**src/rtl/opb_register_ppc2simulink_hs_if.sv**
```systemverilog
// Bus bundle for opb_register_ppc2simulink_hs: OPB slave signals plus the
// user-side valid/ack handshake. OPB vectors keep their big-endian [0:n]
// numbering; user_data_out uses conventional [31:0] numbering.
interface opb_register_ppc2simulink_hs_if;
  logic [0:31] OPB_ABus;
  logic [0:3]  OPB_BE;
  logic [0:31] OPB_DBus;
  logic        OPB_RNW;
  logic        OPB_select;
  logic        OPB_seqAddr;
  logic [0:31] Sl_DBus;
  logic        Sl_xferAck;
  logic        Sl_errAck;
  logic        Sl_retry;
  logic        Sl_toutSup;
  logic [31:0] user_data_out;
  logic        user_valid;
  logic        user_ack;

  modport slave (
    input  OPB_ABus, OPB_BE, OPB_DBus, OPB_RNW, OPB_select, OPB_seqAddr, user_ack,
    output Sl_DBus, Sl_xferAck, Sl_errAck, Sl_retry, Sl_toutSup, user_data_out, user_valid
  );

  modport master (
    output OPB_ABus, OPB_BE, OPB_DBus, OPB_RNW, OPB_select, OPB_seqAddr, user_ack,
    input  Sl_DBus, Sl_xferAck, Sl_errAck, Sl_retry, Sl_toutSup, user_data_out, user_valid
  );
endinterface

```
**src/rtl/opb_register_ppc2simulink_hs.sv**
```systemverilog
// OPB slave carrying a 32-bit word from the PowerPC into fabric logic.
// Offset 0x0 = shadow DATA word, offset 0x4 = CTRL (commit / clear overrun,
// read back valid, overrun and 16-bit commit count). The committed word is
// handed to user logic with a valid/ack handshake.
// Optional feature macro PPC2SIM_AUTOCOMMIT_EN: every DATA write also commits.
module opb_register_ppc2simulink_hs #(
  parameter logic [31:0] C_BASEADDR    = 32'hFFFFFFFF,
  parameter logic [31:0] C_HIGHADDR    = 32'h00000000,
  parameter int          C_OPB_AWIDTH  = 32,
  parameter int          C_OPB_DWIDTH  = 32,
  parameter string       C_FAMILY      = "virtex5",
  parameter logic [31:0] C_RESET_VALUE = 32'h00000000
) (
  input logic OPB_Clk,
  input logic OPB_Rst,
  opb_register_ppc2simulink_hs_if.slave bus
);

  typedef enum logic {ST_IDLE, ST_ACK} state_t;

  state_t      state_q, state_d;
  logic [31:0] abus;
  logic        hit;
  logic [31:0] addr_q, data_q;
  logic [3:0]  be_q;         // be_q[3] = OPB_BE[0] = bits 31:24
  logic        rnw_q;
  logic [31:0] shadow_q, udo_q;
  logic        valid_q, ovr_q;
  logic [15:0] commit_count;
  logic [31:0] off;
  logic        sel_data, sel_ctrl, wr_en, wr_data, wr_ctrl;
  logic        commit, clr_ovr;
  logic [31:0] shadow_d;
  logic [31:0] rd_data;
  logic        unused_ok;

  assign abus = bus.OPB_ABus;
  assign hit  = bus.OPB_select && (abus >= C_BASEADDR) && (abus <= C_HIGHADDR);

  // State register
  always_ff @(posedge OPB_Clk or posedge OPB_Rst) begin
    if (OPB_Rst) state_q <= ST_IDLE;
    else         state_q <= state_d;
  end

  // Next state: one ACK cycle per accepted hit, new hits only from IDLE
  always_comb begin
    state_d = state_q;
    case (state_q)
      ST_IDLE: if (hit) state_d = ST_ACK;
      ST_ACK:  state_d = ST_IDLE;
      default: state_d = ST_IDLE;
    endcase
  end

  // Capture the request when it is accepted
  always_ff @(posedge OPB_Clk or posedge OPB_Rst) begin
    if (OPB_Rst) begin
      addr_q <= '0;
      data_q <= '0;
      be_q   <= '0;
      rnw_q  <= 1'b0;
    end else if (state_q == ST_IDLE && hit) begin
      addr_q <= bus.OPB_ABus;
      data_q <= bus.OPB_DBus;
      be_q   <= bus.OPB_BE;
      rnw_q  <= bus.OPB_RNW;
    end
  end

  // Decode the latched access and build the merged shadow / commit strobes
  always_comb begin
    off      = addr_q - C_BASEADDR;
    sel_data = (off[31:3] == 29'd0) && !off[2];
    sel_ctrl = (off[31:3] == 29'd0) &&  off[2];
    wr_en    = (state_q == ST_ACK) && !rnw_q;
    wr_data  = wr_en && sel_data;
    wr_ctrl  = wr_en && sel_ctrl && be_q[0];
    shadow_d = shadow_q;
    for (int b = 0; b < 4; b++)
      if (wr_data && be_q[b]) shadow_d[8*b +: 8] = data_q[8*b +: 8];
    clr_ovr  = wr_ctrl && data_q[1];
    commit   = wr_ctrl && data_q[0];
`ifdef PPC2SIM_AUTOCOMMIT_EN
    commit   = commit || wr_data;
`endif
  end

  // Shadow, committed word, handshake and status; a commit beats a
  // concurrent ack, and an overrun raised by a commit beats a clear
  always_ff @(posedge OPB_Clk or posedge OPB_Rst) begin
    if (OPB_Rst) begin
      shadow_q     <= C_RESET_VALUE;
      udo_q        <= C_RESET_VALUE;
      valid_q      <= 1'b0;
      ovr_q        <= 1'b0;
      commit_count <= '0;
    end else begin
      shadow_q <= shadow_d;
      if (commit) begin
        udo_q        <= shadow_d;
        valid_q      <= 1'b1;
        commit_count <= commit_count + 16'd1;
      end else if (bus.user_ack) begin
        valid_q <= 1'b0;
      end
      if (commit && valid_q && !bus.user_ack) ovr_q <= 1'b1;
      else if (clr_ovr)                        ovr_q <= 1'b0;
    end
  end

  // Read data is only driven during a read ACK cycle
  always_comb begin
    rd_data = '0;
    if (state_q == ST_ACK && rnw_q) begin
      if (sel_data)      rd_data = shadow_q;
      else if (sel_ctrl) rd_data = {valid_q, ovr_q, 14'd0, commit_count};
    end
  end

  assign bus.Sl_DBus       = rd_data;
  assign bus.Sl_xferAck    = (state_q == ST_ACK);
  assign bus.Sl_errAck     = 1'b0;
  assign bus.Sl_retry      = 1'b0;
  assign bus.Sl_toutSup    = 1'b0;
  assign bus.user_data_out = udo_q;
  assign bus.user_valid    = valid_q;

  // Byte-lane address bits, seqAddr and informational parameters are not needed
  assign unused_ok = ^{off[1:0], bus.OPB_seqAddr, (C_OPB_AWIDTH != 0),
                       (C_OPB_DWIDTH != 0), (C_FAMILY != "")};

endmodule

```
**src/flat_wrapper.sv**
```systemverilog
// flat-port wrapper written by rule: the top's interface ports become plain ports
module opb_register_ppc2simulink_hs_flat 
#(
  parameter logic [31:0] C_BASEADDR    = 32'hFFFFFFFF,
  parameter logic [31:0] C_HIGHADDR    = 32'h00000000,
  parameter int          C_OPB_AWIDTH  = 32,
  parameter int          C_OPB_DWIDTH  = 32,
  parameter string       C_FAMILY      = "       ",
  parameter logic [31:0] C_RESET_VALUE = 32'h00000000
)
  (OPB_Clk, OPB_Rst, bus_OPB_ABus, bus_OPB_BE, bus_OPB_DBus, bus_OPB_RNW, bus_OPB_select, bus_OPB_seqAddr, bus_user_ack, bus_Sl_DBus, bus_Sl_xferAck, bus_Sl_errAck, bus_Sl_retry, bus_Sl_toutSup, bus_user_data_out, bus_user_valid);
  opb_register_ppc2simulink_hs_if bus_i ();
  input logic OPB_Clk;
  input logic OPB_Rst;
  input wire logic [$bits(bus_i.OPB_ABus)-1:0] bus_OPB_ABus;
  input wire logic [$bits(bus_i.OPB_BE)-1:0] bus_OPB_BE;
  input wire logic [$bits(bus_i.OPB_DBus)-1:0] bus_OPB_DBus;
  input wire logic [$bits(bus_i.OPB_RNW)-1:0] bus_OPB_RNW;
  input wire logic [$bits(bus_i.OPB_select)-1:0] bus_OPB_select;
  input wire logic [$bits(bus_i.OPB_seqAddr)-1:0] bus_OPB_seqAddr;
  input wire logic [$bits(bus_i.user_ack)-1:0] bus_user_ack;
  output wire logic [$bits(bus_i.Sl_DBus)-1:0] bus_Sl_DBus;
  output wire logic [$bits(bus_i.Sl_xferAck)-1:0] bus_Sl_xferAck;
  output wire logic [$bits(bus_i.Sl_errAck)-1:0] bus_Sl_errAck;
  output wire logic [$bits(bus_i.Sl_retry)-1:0] bus_Sl_retry;
  output wire logic [$bits(bus_i.Sl_toutSup)-1:0] bus_Sl_toutSup;
  output wire logic [$bits(bus_i.user_data_out)-1:0] bus_user_data_out;
  output wire logic [$bits(bus_i.user_valid)-1:0] bus_user_valid;
  assign bus_i.OPB_ABus = bus_OPB_ABus;
  assign bus_i.OPB_BE = bus_OPB_BE;
  assign bus_i.OPB_DBus = bus_OPB_DBus;
  assign bus_i.OPB_RNW = bus_OPB_RNW;
  assign bus_i.OPB_select = bus_OPB_select;
  assign bus_i.OPB_seqAddr = bus_OPB_seqAddr;
  assign bus_i.user_ack = bus_user_ack;
  assign bus_Sl_DBus = bus_i.Sl_DBus;
  assign bus_Sl_xferAck = bus_i.Sl_xferAck;
  assign bus_Sl_errAck = bus_i.Sl_errAck;
  assign bus_Sl_retry = bus_i.Sl_retry;
  assign bus_Sl_toutSup = bus_i.Sl_toutSup;
  assign bus_user_data_out = bus_i.user_data_out;
  assign bus_user_valid = bus_i.user_valid;
  opb_register_ppc2simulink_hs #(.C_BASEADDR(C_BASEADDR), .C_HIGHADDR(C_HIGHADDR), .C_OPB_AWIDTH(C_OPB_AWIDTH), .C_OPB_DWIDTH(C_OPB_DWIDTH), .C_FAMILY(C_FAMILY), .C_RESET_VALUE(C_RESET_VALUE)) u_core (.OPB_Clk(OPB_Clk), .OPB_Rst(OPB_Rst), .bus(bus_i));
endmodule
```
**config.mk**
```make
export PLATFORM = sky130hd
export DESIGN_NAME = opb_register_ppc2simulink_hs_flat
export DESIGN_NICKNAME = d
export VERILOG_FILES = /design/src/rtl/opb_register_ppc2simulink_hs_if.sv /design/src/rtl/opb_register_ppc2simulink_hs.sv /design/src/flat_wrapper.sv
export SDC_FILE = /design/constraint.sdc
export NUM_CORES = 1
export LEC_CHECK = 0
export ABC_AREA = 1
export ABC_CLOCK_PERIOD_IN_PS = 12600
export BUFFER_PORTS_ARGS = -buffer_cell sky130_fd_sc_hd__buf_2
export CORE_MARGIN = 5
export CORE_UTILIZATION = 55
export CTS_BUF_LIST = sky130_fd_sc_hd__clkbuf_4
export DETAILED_ROUTE_END_ITERATION = 10
export PLACE_DENSITY = 0.76
export SYNTH_ARGS = -nofsm -noshare
export SYNTH_HDL_FRONTEND = slang
export SYNTH_SLANG_ARGS = --single-unit
```
**constraint.sdc**
```tcl
create_clock -name OPB_Clk -period 12.6 [get_ports OPB_Clk]
set_clock_uncertainty 0.1 [all_clocks]
set_input_delay 1.89 -clock OPB_Clk [delete_from_list [all_inputs] [get_ports OPB_Clk]]
set_output_delay 1.89 -clock OPB_Clk [all_outputs]
set_load 0.02 [all_outputs]
```
Yosys cells after proc, flatten, opt, wreduce, memory -nomap -nowiden

Index checks and enable logic that the tools add are counted.
W data, S select, Z words.

Flip-flop bits (word level): 152
Latch bits: 0
Memory bits (writable): 0
Memory bits (read-only): 0
Input port bits: 74
Output and inout bits: 69
Logic and storage cells: 52
Memories: 0

$add $sub $neg: 2
Multiply operators: 0
Divide/modulo/power cells: 0
Magnitude comparators: 2
Equal/unequal tests: 0
Shift-type cells: 0
Multiplexer cells: 13
Bitwise logic cells: 1
Reduce and logical (&&, ||, !) cells: 24

Operator list:

| operator                 | number |
|---|---|
| $mux W32                 | 3 |
| $ge A32 B32 Y1 const B   | 1 |
| $le A32 B1 Y1 const B    | 1 |
| $mux W8                  | 4 |
| $sub A32 B32 Y32 const B | 1 |
| $logic_not A29 Y1        | 1 |
| $logic_and A1 B1 Y1      | 18 |
| $add A16 B1 Y16 const B  | 1 |
| $mux W1                  | 5 |
| $reduce_bool A2 Y1       | 2 |
| $logic_not A1 Y1         | 3 |
| $pmux W1 S2              | 1 |
| $not A1 Y1               | 1 |

Longest topological paths before layout

Gate-level depths: netlist of run 1.

Word-level depth: 9
Gate-level depth with buffers: 19
Gate-level depth less buffers: 17

Least setup slack after synthesis of run 1

No wires, ideal clock.

Kind: reg-to-output
Start point: reg u_core.addr_q[13]
End point: out bus_Sl_DBus[20]
Arrival: 2.337 ns
Data required time: 10.610 ns
Slack: 8.273 ns
Stages on the path, launching flop included: 16
Path buffers: 1
Path through: dfrtp_1 nand2_1 nor2_1 nand2_1 nor2_4 nand2_1 nand2_1 nand2_1 nor2_1 nand2_1 nor2_1 nand3_1 nor2_4 inv_1 buf_2 nor3_1

Cells in the longest elaborated chain, start to end: 5

Ends and longest elaborated chain:

| what                   | line                                | source |
|---|---|---|
| start, declared        | opb_register_ppc2simulink_hs.sv:24  | `logic [31:0] addr_q, data_q;` |
| start signal, assigned | opb_register_ppc2simulink_hs.sv:64  | `addr_q <= bus.OPB_ABus;` |
| $sub A32 B32 Y32       | opb_register_ppc2simulink_hs.sv:73  | `off = addr_q - C_BASEADDR;` |
| $logic_not A29 Y1      | opb_register_ppc2simulink_hs.sv:74  | `sel_data = (off[31:3] == 29'd0) && !off[2];` |
| $logic_and A1 B1 Y1    | opb_register_ppc2simulink_hs.sv:74  |  |
| $mux W32               | opb_register_ppc2simulink_hs.sv:116 | `if (sel_data) rd_data = shadow_q;` |
| $mux W32               | opb_register_ppc2simulink_hs.sv:115 | `if (state_q == ST_ACK && rnw_q) begin` |
| end, declared          | flat_wrapper.sv:22                  | `output wire logic [$bits(bus_i.Sl_DBus)-1:0] bus_Sl_DBus;` |

Every way passes these cells.

Worst setup path after layout of run 1

Start point: reg u_core.addr_q[13]
End point: out bus_Sl_DBus[18]

Same word-level chain as after synthesis.

==> results of run 1 <==
==> layout by cell type (no fill, tap or decap), types with 4 or more instances in the layout <==
master    count
nor2_4        9
xor2_1        4
and2_1       33
nand4_1      39
nand2_1     328
clkbuf_4     20
nand3_1      68
nand3b_1     17
conb_1        4
o21ai_0      10
nor3_1       19
nor2_1       63
a21oi_1      16
buf_2        68
nor2_2        8
xnor2_1       5
dfrtp_1     152
nand2_2       7
inv_1       119
==> area by class of cell <==
cell class / instances / area share [%]
Sequential cell: 152 / 46.4
Multi-Input combinational cell: 645 / 37.1
Inverter: 123 / 5.72
Timing Repair Buffer: 71 / 4.42
Tap cell: 180 / 2.75
Clock buffer: 20 / 1.83
Clock inverter: 12 / 1.83
==> synth_stat cells (all sizes together), types with 12 or more instances <==
master / instances / area, µm²
a21oi: 19 / 106
nand3b: 17 / 128
nor3: 19 / 95.1
inv: 122 / 460
buf: 19 / 175
and2: 33 / 206
o21ai: 12 / 60.1
nand2: 335 / 1270
dfrtp: 152 / 3800
nand4: 39 / 244
clkbuf: 79 / 297
nand3: 72 / 388
nor2: 81 / 405
==> sequential cells by signal (all words and copies together), names as in the netlist <==
| name | flops |
|---|---|
| u_core.data_q | 32 |
| u_core.rnw_q | 1 |
| u_core.be_q | 4 |
| u_core.shadow_q | 32 |
| u_core.bus.user_data_out | 32 |
| u_core.ovr_q | 1 |
| u_core.addr_q | 32 |
| u_core.commit_count | 16 |
| u_core.bus.user_valid | 1 |
| u_core.bus.Sl_xferAck | 1 |
==> where the power goes <==
group	switching [mW]	total [mW]	leakage (nW)	internal, mW
registers	0.000105	0.488	2.12	0.488
clock network	0.174	0.318	0.163	0.144
logic	0.0121	0.0130	2.05	0.000954
==> metal layers <==
metal  global-route usage, %  share of wire (%)
met3                    5.06                4.4
met4                    6.42                1.2
met1                    29.7                 47
met2                    33.8                 48
met5                       0                  0
==> worst paths after layout <==
path                                                 to               from  slack [ns]
max                                     bus_Sl_DBus[18]  u_core.addr_q[13]        6.64
min                                    u_core.data_q[2]   u_core.data_q[2]        0.28
max reg2reg                 u_core.bus.user_data_out[0]  u_core.addr_q[13]        8.98
min reg2reg                            u_core.data_q[2]   u_core.data_q[2]        0.28
max in group asynchronous              u_core.data_q[4]            OPB_Rst        9.77
min in group asynchronous  u_core.bus.user_data_out[21]            OPB_Rst        1.39
==> critical path: stages (launching register included) <==
cell and delay (ns):
dfrtp_1 0.48, nand2_1 0.13, nor2_1 0.28, nand2_1 0.16
nor2_4 0.21, nand2_1 0.08, nand2_1 0.08, nand2_1 0.05
nor2_1 0.16, nand2_1 0.07, nor2_1 0.10, nand3_1 0.13
nor2_4 0.09, buf_4 0.46, inv_1 0.39, nor3_1 0.27
buf_2 0.23
==> metrics by stage <==
step	hold slack, ns	instance area, µm²	worst slack [ns]	utilization (%)
after floorplan	0.320	7780	6.52	-
after CTS	0.286	8200	6.59	59.1
after global placement	0.257	7900	7.23	56.9
final	0.284	8200	6.64	59.1
after global routing	0.298	8200	6.26	59.1
after detailed placement	0.258	7900	7.25	56.9
==> cell families (layout without fill, tap and decap cells) <==
kind of cell | after synthesis | count (layout) | synth area share [%]
compound gates | 32 | 32 | 2.24
buf+inv | 221 | 226 | 12.0
fa+ha+maj | 1 | 1 | 0.161
flops | 152 | 152 | 49.0
xor+xnor | 9 | 9 | 1.01
simple gates | 599 | 599 | 35.5
other cells | 1 | 4 | 0.0483
==> impl_metrics.json, run 1 <==
{
  "status": "completed",
  "clock_latency_ns": 0.56,
  "wire_per_inst_um": 13.8,
  "critPathKind": "flip-flop to output port",
  "seq_area_mm2": 0.00380,
  "syn_avg_cell_area_um2": 7.65,
  "fillCellCount": 1287,
  "drt_wl_total_mm": 16.6,
  "dr_total_vias": 6113,
  "period_share_pct": 47.3,
  "crit_path_max_fanout": 51,
  "yosysUniqueCellTypes": 33,
  "finalPower_mw": 0.819,
  "dp.cells": 1171,
  "final_antenna_net_count": 0,
  "fin_crit_ns": 5.96,
  "p_leak_nw": 4.33,
  "holdBufCountCts": 0,
  "synth-main-ff-cell": "dfrtp_1",
  "via_per_inst": 5.08,
  "irDropWorstVdd_v": 0.0000665,
  "tightest_slew_ns": 1.23,
  "grt-ovfl-total": 0,
  "io_buffers": 68,
  "drv_slew": 0,
  "synthCells": 1015,
  "place_congestion": 0.927,
  "ios": 143,
  "post-dp-hpwl_mm": 11.5,
  "cts_root_buffer": "clkbuf_4",
  "area_growth_syn_to_layout_pct": 5.60,
  "powerDensity_mw_per_mm2": 99.9,
  "rows": 43,
  "end_kind": "output port",
  "drt-initial-drc-count": 474,
  "antenna_found_initial": 0,
  "fin_nets": 1085,
  "hold_violations": 0,
  "critPathLaunchType": "flip-flop",
  "ys_warn_count": 0,
  "ctsLongestPathBuffers": 2,
  "synth-edff-count": 0,
  "worst_slew_margin_rel_pct": 17.9,
  "yosysSeqAreaShare_pct": 49.0,
  "grt_max_degree": 104,
  "async_flop_share_pct": 100,
  "fin_setup_tns_ns": 0,
  "drc": 0,
  "drv_cap": 0,
  "syn_area_mm2": 0.00777,
  "max_clock_freq_mhz": 168,
  "cts.sinks": 152,
  "drtPass1Iterations": 5,
  "cts_tree": "done",
  "final_cells": 1203,
  "path_clk_slew_ns": 0.12,
  "cts_resized": 0,
  "htree_levels": 4,
  "hold_class": "flip-flop to flip-flop",
  "die_height_um": 129,
  "track_usage_pct": 21.4,
  "drive_gt1_share_pct": 13.3,
  "post_cts_buffers": 0,
  "whs_path_depth": 0,
  "finalSetupViolCount": 0,
  "core_area_mm2": 0.0139,
  "antenna_cells": 0,
  "grt_pass1_wl_mm": 28.6,
  "ys_ff_latch": 152,
  "dieArea_mm2": 0.0166,
  "cts_buffers": 17,
  "cp.arrival_ns": 3.97,
  "reg2reg_depth": 15,
  "crit_required_ns": 10.61,
  "grt_pass1_vias": 5989,
  "rsz0062_at_grt": "no",
  "start_util_pct": 56.0,
  "multiInputGateArea_mm2": 0.00304,
  "fp.dieW_um": 129
}
No activity file was read; power rests on OpenSTA's default activity.
==> inputs of run 2 (changes only) <==
- ABC_CLOCK_PERIOD_IN_PS: 12600 -> 6200
- clock period: 12.6 -> 6.2 ns (I/O delays scaled with it)
==> run 2 against run 1 <==
  * Register-to-register slack worse by 6.5 ns
  * Hold slack improved by 0.0011 ns
  * Global-route usage shrank 0.56 points
  * Routed wire length decreased by 1.0%
  * Sequential power increased by 100%
  * Clock power increased by 97%
  * Total power increased by 100%
  * Cell count did not move
  * Clock-buffer cell count shrank 3
==> impl_metrics.json, run 2 (synthesized netlist as in run 1, its figures left out) <==
{
  "final_antenna_net_count": 0,
  "wire_per_inst_um": 13.7,
  "fin_ws_ns": 1.09,
  "cts_resized": 0,
  "holdBufCountCts": 0,
  "dieArea_mm2": 0.0166,
  "hold_violations": 0,
  "grt_max_degree": 90,
  "post-dp-hpwl_mm": 11.4,
  "worst_slew_margin_rel_pct": 19.5,
  "finalSetupViolCount": 0,
  "rsz0062_at_grt": "no",
  "place_congestion": 0.919,
  "fp.dieW_um": 129,
  "seqPwrFrac_pct": 60.3,
  "grt-ovfl-total": 0,
  "tightest_slew_ns": 1.21,
  "critPathLaunchType": "flip-flop",
  "area_growth_syn_to_layout_pct": 5.54,
  "path_clk_slew_ns": 0.13,
  "powerDensity_mw_per_mm2": 201,
  "status": "completed",
  "critPathKind": "flip-flop to output port",
  "crit_path_max_fanout": 30,
  "cts.sinks": 152,
  "core_area_mm2": 0.0139,
  "fillCellCount": 1251,
  "final_cell_mix": "328 x nand2_1, 152 x dfrtp_1, 119 x inv_1",
  "htree_levels": 4,
  "antenna_found_initial": 0,
  "end_kind": "output port",
  "grt_pass1_vias": 5798,
  "cp.arrival_ns": 4.08,
  "final_core_util_pct": 59.1,
  "hold_ws_ns": 0.285,
  "drv_cap": 0,
  "mostFrequentLayoutCell": "nand2_1",
  "drt-initial-drc-count": 453,
  "cts_buffers": 17,
  "p_comb_share_pct": 1.6,
  "p_switching_mw": 0.405,
  "dp.cells": 1171,
  "io_buffers": 68,
  "fin_setup_tns_ns": 0,
  "p_leak_nw": 4.31,
  "dpl_worst_slack_ns": 1.72,
  "drt_wl_total_mm": 16.4,
  "cts_tree": "done",
  "drive_gt1_share_pct": 13.5,
  "track_usage_pct": 20.9,
  "post_cts_buffers": 0,
  "dr_total_vias": 6018,
  "irDropWorstVdd_v": 0.000143,
  "start_util_pct": 56.0,
  "final_cells": 1203,
  "drtPass1Iterations": 5,
  "ctsLongestPathBuffers": 2,
  "via_per_inst": 5.00,
  "crit_required_ns": 5.17,
  "rows": 43,
  "ios": 143,
  "clockPowerShare_pct": 38.1,
  "fin_nets": 1085,
  "period_share_pct": 82.5,
  "drv_slew": 0,
  "drc": 0,
  "hold_class": "flip-flop to flip-flop",
  "antenna_cells": 0,
  "cts_root_buffer": "clkbuf_4",
  "max_clock_freq_mhz": 196,
  "grt_pass1_wl_mm": 27.9,
  "switching_share_pct": 24.6,
  "clock_latency_ns": 0.57,
  "intPower_mw": 1.24,
  "fin_crit_ns": 5.11,
  "die_height_um": 129
}
-- run 2: cell count changes in the layout (fill, tap and decap cells not counted), sizes merged --
cell	previous run	this run
inv	124	127
clkinvlp	1	4
bufinv	3	2
clkinv	7	5
clkbuf	20	17
-- run 2: path summary, 6_finish.rpt --
check	start	endpoint	slack, ns	cells after the start
worst max-delay path	u_core.addr_q[13]	bus_Sl_DBus[17]	1.09	15
worst min-delay path	u_core.data_q[4]	u_core.data_q[4]	0.28	0
worst max register to register	u_core.addr_q[13]	u_core.bus.user_data_out[0]	2.53	15
worst min register to register	u_core.data_q[4]	u_core.data_q[4]	0.28	0
max in group asynchronous	OPB_Rst	u_core.commit_count[6]	4.29	3
min in group asynchronous	OPB_Rst	u_core.bus.user_data_out[21]	0.37	2
-- run 2: area by class of cell --
cell class / instances / area [µm²] / area share [%]
Clock inverter: 15 / 168 / 2.04
Tap cell: 180 / 225 / 2.75
Clock buffer: 17 / 128 / 1.56
Timing Repair Buffer: 71 / 363 / 4.43
Inverter: 123 / 469 / 5.72
Multi-Input combinational cell: 645 / 3040 / 37.1
Sequential cell: 152 / 3800 / 46.4
-- run 2: worst max-delay path, stage by stage (launching register included) --
cell     delay (ns)
dfrtp_1        0.48
nand2_1        0.12
nor2_1         0.27
nand2_1        0.16
nor2_4         0.22
nand2_1        0.07
nand2_1        0.08
nand2_1        0.05
nor2_1         0.19
nand2_1        0.08
nor2_1         0.10
nand3_1        0.13
nor2_4         0.59
inv_1          0.44
nor3_1         0.31
buf_2          0.23
-- run 2: layer usage --
| layer | track usage, % | share of wire, % | up-vias |
|---|---|---|---|
| li1 | - | - | 3079 |
| met1 | 29.6 | 48 | 2774 |
| met5 | 0 | 0 | - |
| met2 | 32.4 | 47 | 140 |
| met4 | 6.61 | 1.5 | 0 |
| met3 | 4.36 | 4.0 | 25 |
-- run 2: power by group through the flow --
stage | combinational (mW) | clock, mW | sequential, mW
final | 0.0263 | 0.627 | 0.992
after CTS | 0.0280 | 0.645 | 0.992
after global routing | 0.0314 | 0.687 | 0.992
after detailed placement | 0.0279 | 0 | 1.01
after floorplan | 0.0202 | 0 | 1.01
after global placement | 0.0276 | 0 | 1.01
-- run 2: stage by stage --
stage	area, µm²	power [mW]
finish	8200	1.65
global route	8200	1.71
CTS	8200	1.67
detailed placement	7900	1.04
global placement	7900	1.04
floorplan	7780	1.03
==> inputs of run 3 (changes only) <==
- ABC_CLOCK_PERIOD_IN_PS: 6200 -> 4700
- CORE_UTILIZATION: 55 -> 52
- PLACE_DENSITY: 0.76 -> 0.75
- clock period: 6.2 -> 4.7 ns (I/O delays scaled with it)
==> run 3 against run 2 <==
  * Sequential share of layout area down 0.16 points
  * Register-to-register slack worse by 1.1 ns
  * Highest routed layer unchanged
  * Hold slack worse by 0.037 ns
  * Routed wire length down 1.2%
==> impl_metrics.json, run 3 (synthesized netlist as in run 1, its figures left out) <==
{
  "antenna_found_initial": 1,
  "cts_tree": "done",
  "grt-ovfl-total": 0,
  "cp.arrival_ns": 3.40,
  "grt_pass1_vias": 5775,
  "cts.sinks": 152,
  "end_kind": "output port",
  "crit_chain": "nand2_1 > nor2_1 > nand2_1 > nor2_4 > nand2_1 > nand2_1 > nand2_1 > nor2_1 > nand2_1 > nor2_1 > nand3_1 > nor2_4 > buf_4 > nand2_1 > a21oi_1 > buf_2",
  "hold_violations": 0,
  "cpMaxStageDelayCell": "dfrtp_1",
  "track_usage_pct": 19.2,
  "fin_setup_tns_ns": 0,
  "drt-initial-drc-count": 472,
  "mostFrequentLayoutCell": "nand2_1",
  "seq_area_mm2": 0.00380,
  "irDropWorstVdd_v": 0.000178,
  "fin_nets": 1090,
  "finalPower_mw": 2.11,
  "path_clk_slew_ns": 0.12,
  "period_share_pct": 89.5,
  "drc": 0,
  "rsz0062_at_grt": "no",
  "holdBufCountCts": 0,
  "reg2reg_depth": 16,
  "grt_max_degree": 153,
  "htree_levels": 4,
  "fp.dieW_um": 132,
  "io_buffers": 68,
  "clock_latency_ns": 0.56,
  "hold_class": "primary input to async pin",
  "cts_root_buffer": "clkbuf_4",
  "hold_ws_ns": 0.248,
  "timing.rr.start": "u_core.addr_q[15]",
  "reg2reg_to": "u_core.commit_count[12]",
  "post-dp-hpwl_mm": 11.3,
  "dr_total_vias": 6046,
  "fin_crit_ns": 4.21,
  "max_clock_freq_mhz": 238,
  "powerDensity_mw_per_mm2": 256,
  "drv_slew": 0,
  "ctsLongestPathBuffers": 2,
  "crit_required_ns": 3.89,
  "fillCellCount": 1330,
  "rows": 44,
  "reg2reg_setup_slack_ns": 1.47,
  "final_cell_mix": "328 x nand2_1, 152 x dfrtp_1, 119 x inv_1",
  "fin_ws_ns": 0.493,
  "die_height_um": 132,
  "cpMostUsedCell": "nand2_1",
  "wire_per_inst_um": 13.4,
  "p_leak_nw": 4.32,
  "start_util_pct": 53.3,
  "finalSetupViolCount": 0,
  "dpl_worst_slack_ns": 0.838,
  "crit_path_max_fanout": 20,
  "worst_slew_margin_rel_pct": 15.3,
  "critPathLaunchType": "flip-flop",
  "core_area_mm2": 0.0146,
  "cts_buffers": 17,
  "status": "completed",
  "dpl_cell_area_mm2": 0.00794,
  "multiInputGateArea_mm2": 0.00304,
  "ios": 143,
  "critPathKind": "flip-flop to output port",
  "area_growth_syn_to_layout_pct": 5.89,
  "drive_gt1_share_pct": 13.5,
  "drv_cap": 0,
  "tightest_slew_ns": 1.27,
  "grt_pass1_wl_mm": 27.9,
  "place_congestion": 0.896,
  "drt_wl_total_mm": 16.2,
  "dieArea_mm2": 0.0175,
  "stdcell_area_mm2": 0.00823,
  "cpPeakStageDelay_ns": 0.47,
  "via_per_inst": 4.99,
  "drtPass1Iterations": 7,
  "final_antenna_net_count": 0
}
run 3: power breakdown:
group	switching [mW]	internal, mW
Sequential	0.000308	1.31
Clock	0.452	0.313
Combinational	0.0321	0.00367
run 3: worst max-delay path, delay by kind of cell (launching register included):
family	cells	cell delay (ns)
AOI/OAI and AO/OA	1	0.21
buffers and inverters	2	0.48
DFF	1	0.47
and+or+nand+nor	13	1.66
run 3: layout make-up:
cell class / instances / area share, %
flip-flops and latches: 152 / 46.2
multi-input cells: 645 / 37.0
inverters: 123 / 5.70
repair buffers: 76 / 5.02
well taps: 184 / 2.80
clock buffers: 18 / 1.64
clock inverters: 13 / 1.58
diodes: 1 / 0.0304
run 3: timing repair:
item,4_1_cts,5_1_grt
hold endpoints to repair,0,0
setup endpoints to repair,0,24
setup buffers,0,2
resized for setup,0,1
run 3: worst max-delay path by stage:
stage                     cells after the start               to               from  slack [ns]
after floorplan                              15  bus_Sl_DBus[20]  u_core.addr_q[13]        1.56
after global placement                       15  bus_Sl_DBus[27]  u_core.addr_q[15]        0.83
after detailed placement                     15  bus_Sl_DBus[16]  u_core.addr_q[15]        0.84
after CTS                                    15  bus_Sl_DBus[16]  u_core.addr_q[15]        0.18
after global routing                         15  bus_Sl_DBus[30]  u_core.addr_q[13]        0.05
final                                        16  bus_Sl_DBus[30]  u_core.addr_q[15]        0.49
run 3: per-stage QoR:
stage	cells	utilization [%]
after floorplan	1018	-
after global placement	1178	54.4
after detailed placement	1178	54.4
after CTS	1209	56.3
after global routing	1212	56.4
final	1212	56.4
run 3: metal layers:
layer | up-vias | track usage (%) | wire (µm)
met5 | - | 0 | 0
met2 | 141 | 29.3 | 7470
met1 | 2791 | 27.3 | 7730
met3 | 19 | 4.73 | 797
met4 | 0 | 5.83 | 241
li1 | 3095 | - | -
